## src/rtl/ads1115_target.sv

```systemverilog
// ads1115_target: ADS1115-style I2C target; filtered i_scl/i_sda in, open-drain o_sda, conversion/config/alert fabric ports
module ads1115_target #(
  parameter logic [6:0] ADDR = 7'h48,
  parameter int FILTER_LEN = 3,
  parameter int ALERT_CYCLES = 200
) (
  input  logic        i_clk,
  input  logic        i_rst_n,
  input  logic        i_scl,
  input  logic        i_sda,
  output logic        o_sda,
  input  logic [15:0] i_conv_data,
  input  logic        i_conv_valid,
  output logic        o_alert_n,
  output logic [15:0] o_config,
  output logic        o_config_wr,
  output logic        o_busy
);
  localparam int AW = $clog2(ALERT_CYCLES + 1);
  localparam logic [3:0] IDLE = 4'd0, ADDR_S = 4'd1, ADDR_ACK = 4'd2, PTR = 4'd3, PTR_ACK = 4'd4;
  localparam logic [3:0] WR_BYTE = 4'd5, WR_ACK = 4'd6, RD_BYTE = 4'd7, RD_ACK = 4'd8, IGNORE = 4'd9;
  logic [1:0] pins, f, fq;
  logic [3:0] state, bit_cnt;
  logic [7:0] sr, msb;
  logic [1:0] ptr;
  logic [15:0] shadow, conv, lo_th, hi_th, sel;
  logic [14:0] cfg;
  logic [AW-1:0] acnt;
  logic second, ack, scl, sda, rise, fall, start, stop;
  assign pins = {i_sda, i_scl};
  for (genvar g = 0; g < 2; g++) begin : g_flt
    logic a, b, lv;
    logic [3:0] c;
    always_ff @(posedge i_clk)
      if (!i_rst_n) begin
        a <= 1'b1;
        b <= 1'b1;
        lv <= 1'b1;
        c <= 4'd0;
      end else begin
        a <= pins[g];
        b <= a;
        c <= (b != lv && c != 4'(FILTER_LEN - 1)) ? c + 4'd1 : 4'd0;
        if (b != lv && c == 4'(FILTER_LEN - 1)) lv <= b;
      end
    assign f[g] = lv;
  end
  assign scl = f[0];
  assign sda = f[1];
  assign rise = scl & ~fq[0];
  assign fall = ~scl & fq[0];
  assign start = scl & fq[0] & fq[1] & ~sda;
  assign stop = scl & fq[0] & ~fq[1] & sda;
  assign sel = ptr == 2'd0 ? conv : ptr == 2'd1 ? {1'b1, cfg} : ptr == 2'd2 ? lo_th : hi_th;
  assign o_config = {1'b1, cfg};
  assign o_alert_n = acnt == '0;
  always_ff @(posedge i_clk)
    if (!i_rst_n) begin
      fq <= 2'b11;
      state <= IDLE;
      bit_cnt <= 4'd0;
      sr <= 8'd0;
      msb <= 8'd0;
      ptr <= 2'd0;
      second <= 1'b0;
      ack <= 1'b1;
      shadow <= 16'd0;
      conv <= 16'h0000;
      cfg <= 15'h0583;
      lo_th <= 16'h8000;
      hi_th <= 16'h7FFF;
      acnt <= '0;
      o_sda <= 1'b1;
      o_busy <= 1'b0;
      o_config_wr <= 1'b0;
    end else begin
      fq <= f;
      o_config_wr <= 1'b0;
      if (i_conv_valid) conv <= i_conv_data;
      acnt <= (i_conv_valid && hi_th[15] && !lo_th[15]) ? AW'(ALERT_CYCLES) : acnt - AW'(acnt != '0);
      if (start || stop) begin
        state <= start ? ADDR_S : IDLE;
        bit_cnt <= 4'd0;
        o_sda <= 1'b1;
        o_busy <= 1'b0;
      end else if (rise) begin
        if (state == ADDR_S || state == PTR || state == WR_BYTE) begin
          sr <= {sr[6:0], sda};
          bit_cnt <= bit_cnt + 4'd1;
        end
        if (state == RD_ACK) ack <= sda;
      end else if (fall) begin
        case (state)
          ADDR_S: if (bit_cnt == 4'd8) begin
            bit_cnt <= 4'd0;
            state <= sr[7:1] == ADDR ? ADDR_ACK : IGNORE;
            o_sda <= sr[7:1] != ADDR;
            o_busy <= sr[7:1] == ADDR;
          end
          ADDR_ACK: if (sr[0]) begin
            state <= RD_BYTE;
            shadow <= sel;
            sr <= {sel[14:8], 1'b1};
            o_sda <= sel[15];
            bit_cnt <= 4'd1;
            second <= 1'b0;
          end else begin
            state <= PTR;
            o_sda <= 1'b1;
          end
          PTR: if (bit_cnt == 4'd8) begin
            ptr <= sr[1:0];
            o_sda <= 1'b0;
            state <= PTR_ACK;
          end
          PTR_ACK: begin
            o_sda <= 1'b1;
            state <= WR_BYTE;
            bit_cnt <= 4'd0;
            second <= 1'b0;
          end
          WR_BYTE: if (bit_cnt == 4'd8) begin
            o_sda <= 1'b0;
            state <= WR_ACK;
            if (!second) msb <= sr;
          end
          WR_ACK: begin
            o_sda <= 1'b1;
            state <= WR_BYTE;
            bit_cnt <= 4'd0;
            second <= !second;
            if (second && ptr == 2'd1) begin
              cfg <= {msb[6:0], sr};
              o_config_wr <= 1'b1;
            end
            if (second && ptr == 2'd2) lo_th <= {msb, sr};
            if (second && ptr == 2'd3) hi_th <= {msb, sr};
          end
          RD_BYTE: if (bit_cnt == 4'd8) begin
            o_sda <= 1'b1;
            state <= RD_ACK;
          end else begin
            o_sda <= sr[7];
            sr <= {sr[6:0], 1'b1};
            bit_cnt <= bit_cnt + 4'd1;
          end
          RD_ACK: if (ack) begin
            state <= IGNORE;
            o_sda <= 1'b1;
          end else begin
            state <= RD_BYTE;
            bit_cnt <= 4'd1;
            second <= !second;
            if (second) shadow <= sel;
            o_sda <= second ? sel[15] : shadow[7];
            sr <= second ? {sel[14:8], 1'b1} : {shadow[6:0], 1'b1};
          end
          default: ;
        endcase
      end
    end
endmodule

```

## config.mk

```make
export PLATFORM = sky130hd
export DESIGN_NAME = ads1115_target
export DESIGN_NICKNAME = d
export VERILOG_FILES = /design/src/rtl/ads1115_target.sv
export SDC_FILE = /design/constraint.sdc
export NUM_CORES = 1
export LEC_CHECK = 0
export CORE_UTILIZATION = 48
export CTS_CLUSTER_DIAMETER = 80
export CTS_CLUSTER_SIZE = 40
export DETAILED_ROUTE_END_ITERATION = 16
export PLACE_DENSITY = 0.66
export SLEW_MARGIN = 30
export SYNTH_ARGS = -nofsm -noshare
export SYNTH_HDL_FRONTEND = slang
export SYNTH_SLANG_ARGS = --single-unit
```

## constraint.sdc

```tcl
create_clock -name i_clk -period 2.6 [get_ports i_clk]
set_clock_uncertainty 0.05 [all_clocks]
set_input_delay 0.65 -clock i_clk [delete_from_list [all_inputs] [get_ports i_clk]]
set_output_delay 0.65 -clock i_clk [all_outputs]
set_load 0.1 [all_outputs]
```

==> metrics.csv <==
stage,metric,value,unit
timing,post-route-period-util,93.5,%
global_route,grt_antenna_before_repair,0,
global_route,grt_pass1_wl,23.9,mm
cells_and_area,fill_cells,1048,
pwr,p_seq_share,42.0,%
global_route,grt_overflow,0,
global_route,grt_usage,24.2,%
synthesis,ys_types,67,
die,rows,40,
cells_and_area,final_cell_count_no_fill,811,
synthesis,yosysSeqAreaShare,42.8,%
timing,worst_pin_slew,0.773,ns
routing,routed_wl,14.4,mm
cts,htree_levels,4,
routing,drc_errors,0,
run,cap_viol_max_count,0,
synthesis,synthFlopType,dfxtp_1,
cts,numClockSinks,126,
cells_and_area,final-seq-area,2520,µm²
worst_setup_path,arrival,2.67,ns
place,placed_cells,779,
routing,drt_iter0_markers,263,
pwr,power_frac_comb,10.0,%
worst_setup_path,startpoint_type,register,
cts,clock_path_buffers,2,
timing,finalSetupViolCount,0,
cells_and_area,final_nets,683,
cts,cts_setup_buffers,0,
cts,cts_inserted_buffers,17,
min_path,hold_path_class,reg2reg,
min_path,hp-start,g_flt[0].a,
run_status,outcome,completed,
timing,slew_headroom,48.1,%
pwr,p_clk_share,48.0,%
cts,root_buffer,clkbuf_16,
die,io_pins,41,
pwr,internal_power,0.00375,W
worst_setup_path,setup.worst_path.start,sr[7],
place,io_buffer_count,39,
routing,viasPerCell,5.69,
die,die-area,12700,µm²
pwr,max-vdd-ir-drop,695,µV
cts,worstSkewPairLatency,0.41,ns
timing,hold_violations,0,
global_route,grt_pass1_vias,4650,
worst_setup_path,critPathMaxFanout,7,
routing,wl_per_cell,17.8,µm
die,die_h,113,µm
die,core-area,12000,µm²
cells_and_area,post-route-util,58.8,%
pwr,finalPower,0.00488,W
pwr,p_leak,2.78,nW
place,place_congestion,0.884,
worst_setup_path,regToRegStartpoint,sr[7],
pwr,p_per_area,692,nW/µm²
synthesis,avgSynthCellArea,9.74,µm²
timing,max_freq,411,MHz
routing,ant_nets,0,
place,hpwl,9.88,mm
routing,dr.pass1.iters,5,
global_route,grt_max_degree,57,
worst_setup_path,cp-end-kind,register,
synthesis,synth_nets,637,
cts,cts_tree,built,
cells_and_area,syn_to_final_growth,19.8,%
synthesis,synthesis.area,5890,µm²
routing,vias,4614,
cells_and_area,antenna_cells,0,
synthesis,synth_seq_cells,126,
timing,period_minus_slack,2.43,ns
die,fp.dieW,113,µm
worst_setup_path,path_class,reg2reg,
worst_setup_path,cp_data_required_time,2.83,ns
synthesis,ys_warn_count,0,
cts,clk_pin_slew_worst_paths,0.06,ns
cells_and_area,multi_input_area,3130,µm²
synthesis,ys_async_sr_fraction,0,%
timing,final_max_slew_viol_count,0,
die,initial_utilization,49.1,%
synthesis,synth-edff-count,0,
pwr,p_switching,0.00113,W
timing,rsz0062_at_grt,false,
synthesis,netlist_instances,605,
cells_and_area,drive_above_1_share,16.4,%
pwr,sw_frac_of_total,23.2,%
[metal layers]
metal	vias to the layer above	wire, µm	GRT usage (%)
met1	2279	6530	30.4
met3	18	408	5.36
met4	0	216	7.64
li1	2237	-	-
met5	-	0	0
met2	80	7240	41.3
[synthesized netlist by cell type, types with 2 or more instances]
library cell  instances  area (µm²)
dfxtp_1             126        2520
nand3b_1              5        37.5
a211oi_1              5        37.5
ha_1                 11         138
nor4b_1               3        26.3
nor4_1                4        25.0
and2_1                3        18.8
a2111oi_0             2        17.5
a31oi_1               3        18.8
nand4_1               9        56.3
clkbuf_1             23        86.3
mux4_2               15         338
buf_2                 7        35.0
buf_1                 2        7.51
xnor2_1               7        61.3
buf_4                 5        37.5
o21ai_1              10        50.1
nor4b_2               2        30.0
a21oi_1              12        60.1
nand2_1              57         214
buf_6                 2        22.5
or4_1                 2        15.0
o211ai_1              4        30.0
o21ai_0              13        65.1
nor2b_1               2        12.5
nor4_4                2        42.5
xor2_1                6        52.6
nor3b_1               4        30.0
nand3_1              24         120
o22ai_1               2        12.5
nor2_1               79         297
inv_1                16        60.1
nor3_1                4        20.0
a22oi_1               6        45.0
and3b_1               3        26.3
o211a_1               8        80.1
nand2b_1             11        68.8
mux2i_1              77         771
[stage by stage]
stage	cell area, µm²	TNS (ns)	hold slack (ns)	setup slack [ns]
global route	7060	0	0.396	0.0602
floorplan	5890	0	0.336	0.353
CTS	7040	0	0.361	0.0758
finish	7060	0	0.356	0.168
detailed placement	6450	0	0.348	0.00652
global placement	6450	-0.0121	0.343	-0.0121
[power groups by stage]
stage	Sequential, W	Combinational [W]	Clock (W)
CTS	0.00205	0.000493	0.00238
floorplan	0.00208	0.000361	0
finish	0.00205	0.000490	0.00234
global placement	0.00209	0.000479	0
global route	0.00206	0.000545	0.00246
detailed placement	0.00209	0.000492	0
[area by class of cell]
type,instances,area share [%]
multi-input cells,423,44.3
flip-flops and latches,126,35.8
repair buffers,67,8.12
clock buffers,26,7.22
well taps,147,2.61
clock inverters,6,1.13
inverters,16,0.851
[kinds of logic after synthesis]
group,share of synthesized area [%]
simple gates,19.6
flops,42.8
mux,19.0
compound gates,9.62
buf+inv,4.37
xor+xnor,2.21
fa+ha+maj,2.34
other cells,0.0636
[cells in the final DEF, fill, tap and decap left out, types with 3 or more instances in the layout]
master	synthesis	layout
mux4_2	15	15
xor2_1	6	6
nand2b_1	11	11
nor3b_1	4	4
nand4_1	9	9
o211a_1	8	8
nand3b_1	5	5
mux2i_1	77	77
a211oi_1	5	5
buf_4	5	45
a22oi_1	6	6
nor2_1	79	79
nor4b_2	2	3
clkbuf_16	0	17
o211ai_1	4	4
o21ai_1	10	10
nand3_1	24	24
o21ai_0	13	13
nor3_1	4	4
xnor2_1	7	7
and2_1	3	3
a21oi_1	12	12
clkbuf_8	0	5
clkbuf_1	23	4
ha_1	11	11
clkinv_2	0	4
a31oi_1	3	3
dfxtp_1	126	125
nor4_1	4	4
nand2_1	57	57
clkdlybuf4s50_1	0	19
inv_1	16	15
and3b_1	3	3
[worst paths after layout]
check | endpoint | depth (start not counted) | slack (ns)
worst max-delay path | o_sda | 5 | 0.17
worst min register to register | g_flt[0].b | 1 | 0.36
worst min-delay path | g_flt[0].b | 1 | 0.36
worst max register to register | o_sda | 5 | 0.17
[registers in the layout (all words and copies together), names as in the netlist, 2 cells and up]
register  count
conv         16
hi_th        16
lo_th        16
cfg          15
acnt          8
g_flt.c       8
msb           8
shadow        8
sr            8
bit_cnt       4
state         4
fq            2
g_flt.a       2
g_flt.b       2
g_flt.lv      2
ptr           2
[what timing repair did]
| action | in CTS | in global routing |
|---|---|---|
| hold buffers | 0 | 0 |
| gates resized for setup | 1 | 4 |
| setup endpoints to repair | 1 | 18 |
[critical path, stage by stage (launching register included)]
cell and delay (ns):
dfxtp_1 0.50, or4b_2 0.67, o211ai_1 0.43, nand4_1 0.20, a2111oi_2 0.33, a31oi_1 0.13
Note: power is estimated with default switching activity, not from simulation.
